**src/rtl/hazard_pkg.sv**
```systemverilog
// Shared types for the pipeline hazard controller: forwarding selects,
// memory-wait FSM states and the register-match helper used by forwarding.
package hazard_pkg;

  localparam int REG_AW = 5;

  typedef enum logic [1:0] {
    FWD_REG = 2'b00,
    FWD_W   = 2'b01,
    FWD_M   = 2'b10
  } fwd_sel_t;

  typedef enum logic [1:0] {
    RUN      = 2'b00,
    MEM_WAIT = 2'b01,
    MEM_ERR  = 2'b10
  } mem_state_t;

  // A later stage supplies a source operand only if it writes a non-zero register matching it.
  function automatic logic regHit(
    input logic              regWrite,
    input logic [REG_AW-1:0] rd,
    input logic [REG_AW-1:0] rs
  );
    return regWrite && (rd != {REG_AW{1'b0}}) && (rd == rs);
  endfunction

endpackage

```
**src/rtl/forward_unit.sv**
```systemverilog
// Operand forwarding select for one E-stage source register.
// The M stage holds the younger result, so it wins over W.
module forward_unit
  import hazard_pkg::*;
(
  input  logic [REG_AW-1:0] RsE,
  input  logic [REG_AW-1:0] RdM,
  input  logic [REG_AW-1:0] RdW,
  input  logic              RegWriteM,
  input  logic              RegWriteW,
  output fwd_sel_t          Forward
);

  // Priority select: M result, then W result, then register file.
  always_comb begin
    Forward = FWD_REG;
    if (regHit(RegWriteM, RdM, RsE)) begin
      Forward = FWD_M;
    end else if (regHit(RegWriteW, RdW, RsE)) begin
      Forward = FWD_W;
    end else begin
      Forward = FWD_REG;
    end
  end

endmodule

```
**src/rtl/hazard_unit.sv**
```systemverilog
// Hazard and stall controller for the 5-stage core: forwarding, load-use
// bubbles, branch flushes, data-memory freeze with timeout, stall counter.
module hazard_unit
  import hazard_pkg::*;
#(
  parameter int MEM_TIMEOUT = 15,
  parameter int CNT_W       = 16
) (
  input  logic              clk,
  input  logic              reset,
  input  logic [REG_AW-1:0] Rs1D,
  input  logic [REG_AW-1:0] Rs2D,
  input  logic [REG_AW-1:0] Rs1E,
  input  logic [REG_AW-1:0] Rs2E,
  input  logic [REG_AW-1:0] RdE,
  input  logic [REG_AW-1:0] RdM,
  input  logic [REG_AW-1:0] RdW,
  input  logic              RegWriteE,
  input  logic              RegWriteM,
  input  logic              RegWriteW,
  input  logic              ResultSrcE,
  input  logic              PCSrcE,
  input  logic              MemReqM,
  input  logic              MemReadyM,
  output logic [1:0]        ForwardAE,
  output logic [1:0]        ForwardBE,
  output logic              StallF,
  output logic              StallD,
  output logic              StallE,
  output logic              StallM,
  output logic              FlushD,
  output logic              FlushE,
  output logic              FlushW,
  output logic              MemErr,
  output logic [CNT_W-1:0]  StallCount
);

  // One spare bit keeps the increment well-formed even for MEM_TIMEOUT = 1.
  localparam int TO_W = $clog2(MEM_TIMEOUT + 1) + 1;

  mem_state_t       stateR;
  mem_state_t       stateNextS;
  logic [TO_W-1:0]  toCntR;
  logic [TO_W-1:0]  toCntNextS;
  logic [CNT_W-1:0] stallCountR;
  logic             memStallS;
  logic             loadUseS;
  fwd_sel_t         fwdAS;
  fwd_sel_t         fwdBS;

  forward_unit uFwdA (
    .RsE       (Rs1E),
    .RdM       (RdM),
    .RdW       (RdW),
    .RegWriteM (RegWriteM),
    .RegWriteW (RegWriteW),
    .Forward   (fwdAS)
  );

  forward_unit uFwdB (
    .RsE       (Rs2E),
    .RdM       (RdM),
    .RdW       (RdW),
    .RegWriteM (RegWriteM),
    .RegWriteW (RegWriteW),
    .Forward   (fwdBS)
  );

  // Memory-wait FSM and timeout counter registers.
  always_ff @(posedge clk) begin
    if (reset) begin
      stateR <= RUN;
      toCntR <= {TO_W{1'b0}};
    end else begin
      stateR <= stateNextS;
      toCntR <= toCntNextS;
    end
  end

  // Next state: the counter holds the number of MEM_WAIT cycles seen so far.
  always_comb begin
    stateNextS = stateR;
    toCntNextS = toCntR;
    case (stateR)
      RUN: begin
        if (MemReqM && !MemReadyM) begin
          stateNextS = MEM_WAIT;
          toCntNextS = TO_W'(1);
        end else begin
          stateNextS = RUN;
        end
      end
      MEM_WAIT: begin
        if (MemReadyM) begin
          stateNextS = RUN;
          toCntNextS = {TO_W{1'b0}};
        end else if (toCntR == TO_W'(MEM_TIMEOUT)) begin
          stateNextS = MEM_ERR;
        end else begin
          toCntNextS = toCntR + TO_W'(1);
        end
      end
      MEM_ERR: begin
        stateNextS = MEM_ERR;
      end
      default: begin
        stateNextS = RUN;
        toCntNextS = {TO_W{1'b0}};
      end
    endcase
  end

  // Hazard detection; the ready cycle of a wait is already a non-stall cycle.
  always_comb begin
    memStallS = 1'b0;
    case (stateR)
      RUN:      memStallS = MemReqM && !MemReadyM;
      MEM_WAIT: memStallS = !MemReadyM;
      MEM_ERR:  memStallS = 1'b1;
      default:  memStallS = 1'b0;
    endcase
    loadUseS = ResultSrcE && RegWriteE && (RdE != {REG_AW{1'b0}}) &&
               ((RdE == Rs1D) || (RdE == Rs2D));
  end

  // Stall/flush/forward outputs; memory freeze dominates branch, branch dominates load-use.
  always_comb begin
    ForwardAE = 2'b00;
    ForwardBE = 2'b00;
    StallF    = 1'b0;
    StallD    = 1'b0;
    StallE    = 1'b0;
    StallM    = 1'b0;
    FlushD    = 1'b0;
    FlushE    = 1'b0;
    FlushW    = 1'b0;
    if (reset) begin
      ForwardAE = 2'b00;
      ForwardBE = 2'b00;
    end else begin
      ForwardAE = fwdAS;
      ForwardBE = fwdBS;
      if (memStallS) begin
        StallF = 1'b1;
        StallD = 1'b1;
        StallE = 1'b1;
        StallM = 1'b1;
        FlushW = 1'b1;
      end else if (PCSrcE) begin
        FlushD = 1'b1;
        FlushE = 1'b1;
      end else if (loadUseS) begin
        StallF = 1'b1;
        StallD = 1'b1;
        FlushE = 1'b1;
      end else begin
        StallF = 1'b0;
      end
    end
  end

  // Saturating count of fetch-stall cycles.
  always_ff @(posedge clk) begin
    if (reset) begin
      stallCountR <= {CNT_W{1'b0}};
    end else if (StallF && (stallCountR != {CNT_W{1'b1}})) begin
      stallCountR <= stallCountR + CNT_W'(1);
    end else begin
      stallCountR <= stallCountR;
    end
  end

  assign MemErr     = !reset && (stateR == MEM_ERR);
  assign StallCount = reset ? {CNT_W{1'b0}} : stallCountR;

endmodule
```
**config.mk**
```make
export PLATFORM = sky130hd
export DESIGN_NAME = hazard_unit
export DESIGN_NICKNAME = d
export VERILOG_FILES = /design/src/rtl/hazard_pkg.sv /design/src/rtl/forward_unit.sv /design/src/rtl/hazard_unit.sv
export SDC_FILE = /design/constraint.sdc
export NUM_CORES = 1
export LEC_CHECK = 0
export ABC_AREA = 1
export BUFFER_PORTS_ARGS = -buffer_cell sky130_fd_sc_hd__buf_2
export CORE_MARGIN = 4
export CORE_UTILIZATION = 51
export CTS_CLUSTER_SIZE = 24
export DETAILED_ROUTE_END_ITERATION = 6
export HOLD_SLACK_MARGIN = 0.1
export PLACE_DENSITY = 0.82
export SLEW_MARGIN = 10
export SYNTH_ARGS = -nofsm -noshare
export SYNTH_HDL_FRONTEND = slang
export SYNTH_SLANG_ARGS = --single-unit
```
**constraint.sdc**
```tcl
create_clock -name clk -period 2 [get_ports clk]
set_clock_uncertainty 0.05 [all_clocks]
set_input_delay 0 -clock clk [delete_from_list [all_inputs] [get_ports clk]]
set_output_delay 0 -clock clk [all_outputs]
set_load 0.02 [all_outputs]
```
* Word-level counts from Yosys, hierarchy flattened
Cells that the tools add are included.
** Word-level totals
- Register bits after elaboration :: 23
- Input port bits :: 44
- Output and inout bits :: 28
- Logic and storage cells :: 67
** Cells by class
- $add $sub $neg :: 2
- Eq/ne operators :: 13
- Muxes and demuxes :: 28
- Bitwise gates (word level) :: 1
- Reductions and logical operators :: 20
** Operators by type and width (count)
- 5-bit equality test :: 6
- 16-bit by 1-bit adder with 16-bit output (second input constant) :: 1
- 16-bit two-way mux :: 1
- 16-bit inequality test (second input constant) :: 1
- 1-bit two-way mux :: 15
- 5-bit two-way mux :: 3
- 5-bit case mux with 3 select lines :: 1
- 5-bit nonzero test :: 3
- 1-bit logical AND :: 12
- 2-bit two-way mux :: 6
- 3-bit inequality test (second input constant) :: 2
- 2-bit case mux with 3 select lines :: 1
- 5-bit by 1-bit adder with 5-bit output (second input constant) :: 1
- 5-bit by 4-bit equality test with 1-bit output (second input constant) :: 1
- 1-bit case mux with 3 select lines :: 1
- 3-bit AND reduction :: 1
- 2-bit by 1-bit equality test with 1-bit output (second input constant) :: 1
- 2-bit equality test (second input constant) :: 1
- 1-bit logical NOT :: 2
- 2-bit logical NOT :: 1
- 2-bit inequality test (second input constant) :: 1
- 1-bit logical OR :: 1
- 1-bit NOT :: 1

* Logic depth before layout (Yosys ltp)
- Depth after elaboration :: 8
- Mapped depth :: 12
- Gate-level depth less buffers :: 12

* Hierarchy
From an unflattened synthesis, not the netlist that was laid out.
** Unflattened totals
- Cells, all modules :: 385
- Area total of the unflattened synthesis :: 2237.1 µm²
** By module, submodules not included
- hazard_unit :: times used 1, cells an instance 285, area an instance 1809.2 µm², sequential area each 460.4 µm²
- forward_unit :: times used 2, cells an instance 50, area an instance 214.0 µm², sequential area each 0.0 µm²

* Worst setup path before layout
OpenSTA, ideal clock, no wires.
- Path type :: register to register
- From :: register stallCountR[0]
- To :: register stallCountR[4]
- Library setup time :: 0.143 ns
- Arrival :: 1.492 ns
- Required time :: 1.807 ns
- Path slack :: 0.315 ns
- Stages on the path, launching flop included :: 8
- Buffers on the path :: 1
- Clock period less this slack :: 1.685 ns
- Cell sequence :: dfxtp_1 > ha_1 > nand2_2 > nor3_4 > nand4_4 > buf_2 > nand3_1 > a21oi_2
** Between the ends
- Word-level cells in the longest chain between the ends :: 2
- Elaborated cells between the ends (all ways) :: 3
- Those cells by class :: add/sub (1); eq/ne (1); reduce/logical (1)
** Ends and longest elaborated chain
- start: declaration :: RTL line hazard_unit.sv:45 : logic [CNT_W-1:0] stallCountR;
- start signal: assignment :: RTL line hazard_unit.sv:165 : stallCountR <= {CNT_W{1'b0}};
- start signal: assignment :: RTL line hazard_unit.sv:167 : stallCountR <= stallCountR + CNT_W'(1);
- start signal: assignment :: RTL line hazard_unit.sv:169 : stallCountR <= stallCountR;
- branches (longest 2 deep; another with 16-bit by 1-bit adder with 16-bit output)
Parallel ways; which one is timed is not known.
A chain may end at the register's enable or synchronous reset.

* Worst setup path after layout
- From :: register stallCountR[0]
- To :: register stallCountR[0]
The elaborated chain is that of the path after synthesis.

==> impl_results.rst <==
.. list-table::
   :header-rows: 1

   * - Metric
     - Value
   * - Fill cell total of the finished layout
     - approximately 380
   * - Average vias per placed instance
     - between 4 and 5
   * - Most common cell in the synthesized netlist
     - sky130_fd_sc_hd__nand2_1
   * - Max-slew violations
     - 0
   * - Remaining design rule violation count
     - 0
   * - Initial antenna violation count
     - 0
   * - Async SR Flop Fraction
     - 0
   * - Synth Area in XOR/XNOR
     - 0.1398
   * - Grt total ovfl
     - 0
   * - Worst hold path endpoint
     - stallCountR[13]$_SDFFE_PP0P_
   * - Adder-cell share of the synthesized area
     - 0.01816
   * - Switching power of the nets
     - around 0.32 mW
   * - Kind of end point of the critical path
     - flip-flop
   * - Cell with the largest stage delay on the worst path
     - sky130_fd_sc_hd__dfxtp_1
   * - Share of cells above drive strength 1
     - 0.2912
   * - Detailed-route via count
     - about 2200
   * - Antenna diode count
     - 0
   * - Critical Path Fanout Max
     - 9
   * - Largest area contributor in the netlist
     - sky130_fd_sc_hd__dfxtp_1
   * - Full die area
     - a little over 5000 µm²
   * - GRT Resource Usage Total
     - 0.1944
   * - Starting DRT DRC Count
     - 63
   * - Cell types with the largest area share after synthesis
     - sky130_fd_sc_hd__dfxtp_1 (22%), sky130_fd_sc_hd__xor2_1 (11%), sky130_fd_sc_hd__nand2_1 (11%), sky130_fd_sc_hd__inv_1 (8.7%), sky130_fd_sc_hd__nor2_1 (7.4%)
   * - GR Layer Usage met1
     - 0.2487
   * - Reported leakage power
     - around 1.2 nW
   * - Cells on Worst Hold Path
     - 6
   * - Placeable core region
     - about 3800 µm²
   * - Status
     - complete, no violations
   * - CTS tree
     - done
   * - Clock insertion delay at the later pin of the skew report
     - around 0.27 ns
   * - Critical path data required time
     - 2.09 ns
   * - Slack of the worst reg-to-reg path
     - between 0.15 and 0.2 ns
   * - Number of buffer cells added on primary ports
     - 71
   * - Hold crit path type
     - in -> reg
   * - Routability-driven placement congestion ratio
     - just under 0.9
   * - Power density relative to cell area
     - just over 400 nW/µm²
   * - Highest-utilization routing layer at the global route stage
     - met2
   * - Synth Area in Compound Gates
     - 0.1047
   * - Global-route wire length before repair
     - just over 8000 µm
   * - Floorplan row count
     - 22
   * - Post-place setup slack
     - about 0.13 ns
   * - Final critical-path setup slack
     - between 0.15 and 0.2 ns
   * - Comb pwr share
     - 0.247
   * - Net count of the finished layout
     - about 440
   * - Die X-Extent
     - approximately 70 µm
   * - Distinct cells, synth
     - 31
   * - Switching Fraction
     - 0.3103
   * - Hold violation count in the final report
     - 0
   * - Gate count of the mapped netlist
     - around 320
   * - Sink count of the clock tree
     - 23
   * - Max-slew headroom
     - 0.7265
   * - R2R cell count
     - 7
   * - Terminus of the critical flop-to-flop path
     - stallCountR[0]$_SDFFE_PP0P_
   * - Max Fclk
     - between 500 and 600 MHz
   * - Type of the setup path with the least slack
     - reg -> reg
   * - Warning count from the yosys run
     - 0
   * - Worst vdd ir
     - about 0.00033 V
   * - Effective utilization at floorplan
     - 0.5441
   * - Portion of total power attributed to sequential cells
     - 0.460
   * - Simple-Gate Fraction of Synth Area
     - 0.3868
   * - Chain of cells forming the critical path
     - ha_1 > nand2_2 > nor3_4 > nand4_4 > buf_4 > nand3_1 > a21oi_1
   * - Nature of the critical path startpoint
     - flip-flop
   * - Mean area per synthesized cell
     - 6.500 µm²
   * - Util after Layout
     - 0.6630
   * - Reported max-cap violation count
     - 0
   * - GR Util met3
     - 0.02805
   * - Gates resized, CTS repair
     - 0
   * - H-tree Lvls
     - 1
   * - Worst-path clk slew
     - roughly 0.090 ns
   * - Antenna Violating Nets Remaining
     - 0
   * - Top-Level Pins
     - between 70 and 80
   * - Mux cell area share after synthesis
     - 0
   * - Largest family of logic cells by synthesized area
     - simple AND/OR/NAND/NOR gates
   * - Detailed Routing Iterations Pass 1
     - 4
   * - Synth cell count leaders
     - sky130_fd_sc_hd__nand2_1 (59), sky130_fd_sc_hd__inv_1 (48), sky130_fd_sc_hd__nor2_1 (41), sky130_fd_sc_hd__xor2_1 (26), sky130_fd_sc_hd__dfxtp_1 (23)
   * - Longest Clk Path Bufs
     - 2
   * - Drt total wl
     - 4958 µm
   * - Dominant register cell in the synthesized netlist
     - sky130_fd_sc_hd__dfxtp_1
   * - Pin count of the biggest net entering global routing
     - 37
   * - Total Neg Setup Slack
     - 0 ns
   * - Clock buffers created by TritonCTS
     - 3
   * - Post-Synthesis Cell Area
     - just over 2000 µm²
   * - Post-route minimum period
     - approximately 1.8 ns
   * - Hold slack final
     - 0.2702 ns
   * - Post-synth top area share
     - 0.2228
   * - Layout area overhead
     - 21.85%
   * - Longest individual stage delay on the worst path
     - approximately 0.42 ns
   * - Root buffer cell
     - sky130_fd_sc_hd__clkbuf_8
   * - Average routed wire per standard cell
     - ~11 µm
   * - RSZ-0062 raised after global routing
     - no
   * - Number of register bits inferred by synthesis
     - 23
   * - Part of the total power dissipated in the clock network
     - 0.293
   * - Arrival time at the worst endpoint
     - approximately 1.9 ns
   * - Net count of the mapped netlist
     - 365
   * - Start of the worst register-to-register path
     - stallCountR[0]$_SDFFE_PP0P_
   * - Setup violations, final
     - 0
   * - Internal power
     - between 0.7 and 0.8 mW
   * - Least-Margin Pin Slew
     - ~0.41 ns
   * - Hold_sp
     - PCSrcE
   * - HPWL Detailed
     - a little under 4000 µm
   * - Via count of the first global-routing pass
     - between 2000 and 2500
   * - Share of the cycle needed by the critical path after routing
     - 0.9215
   * - Portion of the post-synthesis area used by sequential elements
     - 0.2228
   * - Number of synthesized flops with an enable pin
     - 0
   * - Die Height
     - ~72 µm
   * - Met2 GRT Util
     - 0.3265
cells in the final DEF (no fill, tap or decap), types with 9 or more instances in the layout:
cell                      Yosys  routed
sky130_fd_sc_hd__a21oi_1     12      12
sky130_fd_sc_hd__a21oi_2     10      10
sky130_fd_sc_hd__buf_2        1      71
sky130_fd_sc_hd__dfxtp_1     23      23
sky130_fd_sc_hd__inv_1       48      48
sky130_fd_sc_hd__nand2_1     59      59
sky130_fd_sc_hd__nand3_1     20      20
sky130_fd_sc_hd__nand3_2      9       9
sky130_fd_sc_hd__nor2_1      41      41
sky130_fd_sc_hd__nor3_1      14      14
sky130_fd_sc_hd__xor2_1      26      26
per-layer routing:
| metal | up-vias | share of wire |
|---|---|---|
| li1 | 1140 | - |
| met1 | 952 | 0.46 |
| met2 | 65 | 0.45 |
| met3 | 11 | 0.077 |
| met4 | 0 | 0.021 |
| met5 | - | 0 |
state kept, by name (all words and copies together), names as in the netlist:
| name | count |
|---|---|
| stallCountR | 16 |
| toCntR | 5 |
| stateR | 2 |
critical path: cells and delay by family, from the launching register on:
kind / cells / cell delay (ns)
flops: 1 / 0.42
fa+ha+maj: 1 / 0.25
compound gates: 1 / 0.07
buf+inv: 1 / 0.26
simple gates: 4 / 0.66
power by group through the flow:
stage	Sequential, mW	Combinational, mW	Clock, mW
floorplan	0.480	0.160	0
global placement	0.482	0.246	0
detailed placement	0.482	0.249	0
CTS	0.472	0.255	0.307
global route	0.473	0.285	0.326
finish	0.472	0.254	0.300
cell type report:
type                    count  area, µm²  area share
well taps                  48      60.06     0.02384
clock buffers               3      41.29     0.01639
multi-input cells         231       1343      0.5330
flip-flops and latches     23      460.4      0.1828
clock inverters             1      7.507    0.002981
repair buffers             77      407.9      0.1619
inverters                  53      198.9     0.07899
metrics by stage:
step	power (mW)	cells	cell area, µm²
after floorplan	0.6404	318	2067
after global placement	0.7271	429	2440
after detailed placement	0.7311	429	2440
after CTS	1.033	436	2519
after global routing	1.084	436	2519
final	1.026	436	2519
repair_timing:
item                       4_1_cts  5_1_grt
hold buffers                     3        0
hold endpoints to repair         5        0
buffers inserted                 0        0
setup endpoints to repair        0        7
logic make-up after synthesis:
kind of cell | Yosys count
flip-flops | 23
XOR/XNOR | 33
buffers and inverters | 64
AND/OR/NAND/NOR | 162
adder cells (fa/ha/maj) | 3
AO/OA/AOI/OAI | 33
how the worst max path moves through the flow:
stage	from	end	slack, ns
6_report	stallCountR[0]$_SDFFE_PP0P_	stallCountR[0]$_SDFFE_PP0P_	0.16
5_1_grt	stallCountR[0]$_SDFFE_PP0P_	stallCountR[0]$_SDFFE_PP0P_	0.03
4_1_cts	stallCountR[0]$_SDFFE_PP0P_	stallCountR[0]$_SDFFE_PP0P_	0.12
3_5_place_dp	stallCountR[0]$_SDFFE_PP0P_	stallCountR[0]$_SDFFE_PP0P_	0.13
3_3_place_gp	stallCountR[0]$_SDFFE_PP0P_	stallCountR[15]$_SDFFE_PP0P_	0.24
2_1_floorplan	stallCountR[0]$_SDFFE_PP0P_	stallCountR[4]$_SDFFE_PP0P_	0.32
Power figures use the tool's default switching activity.
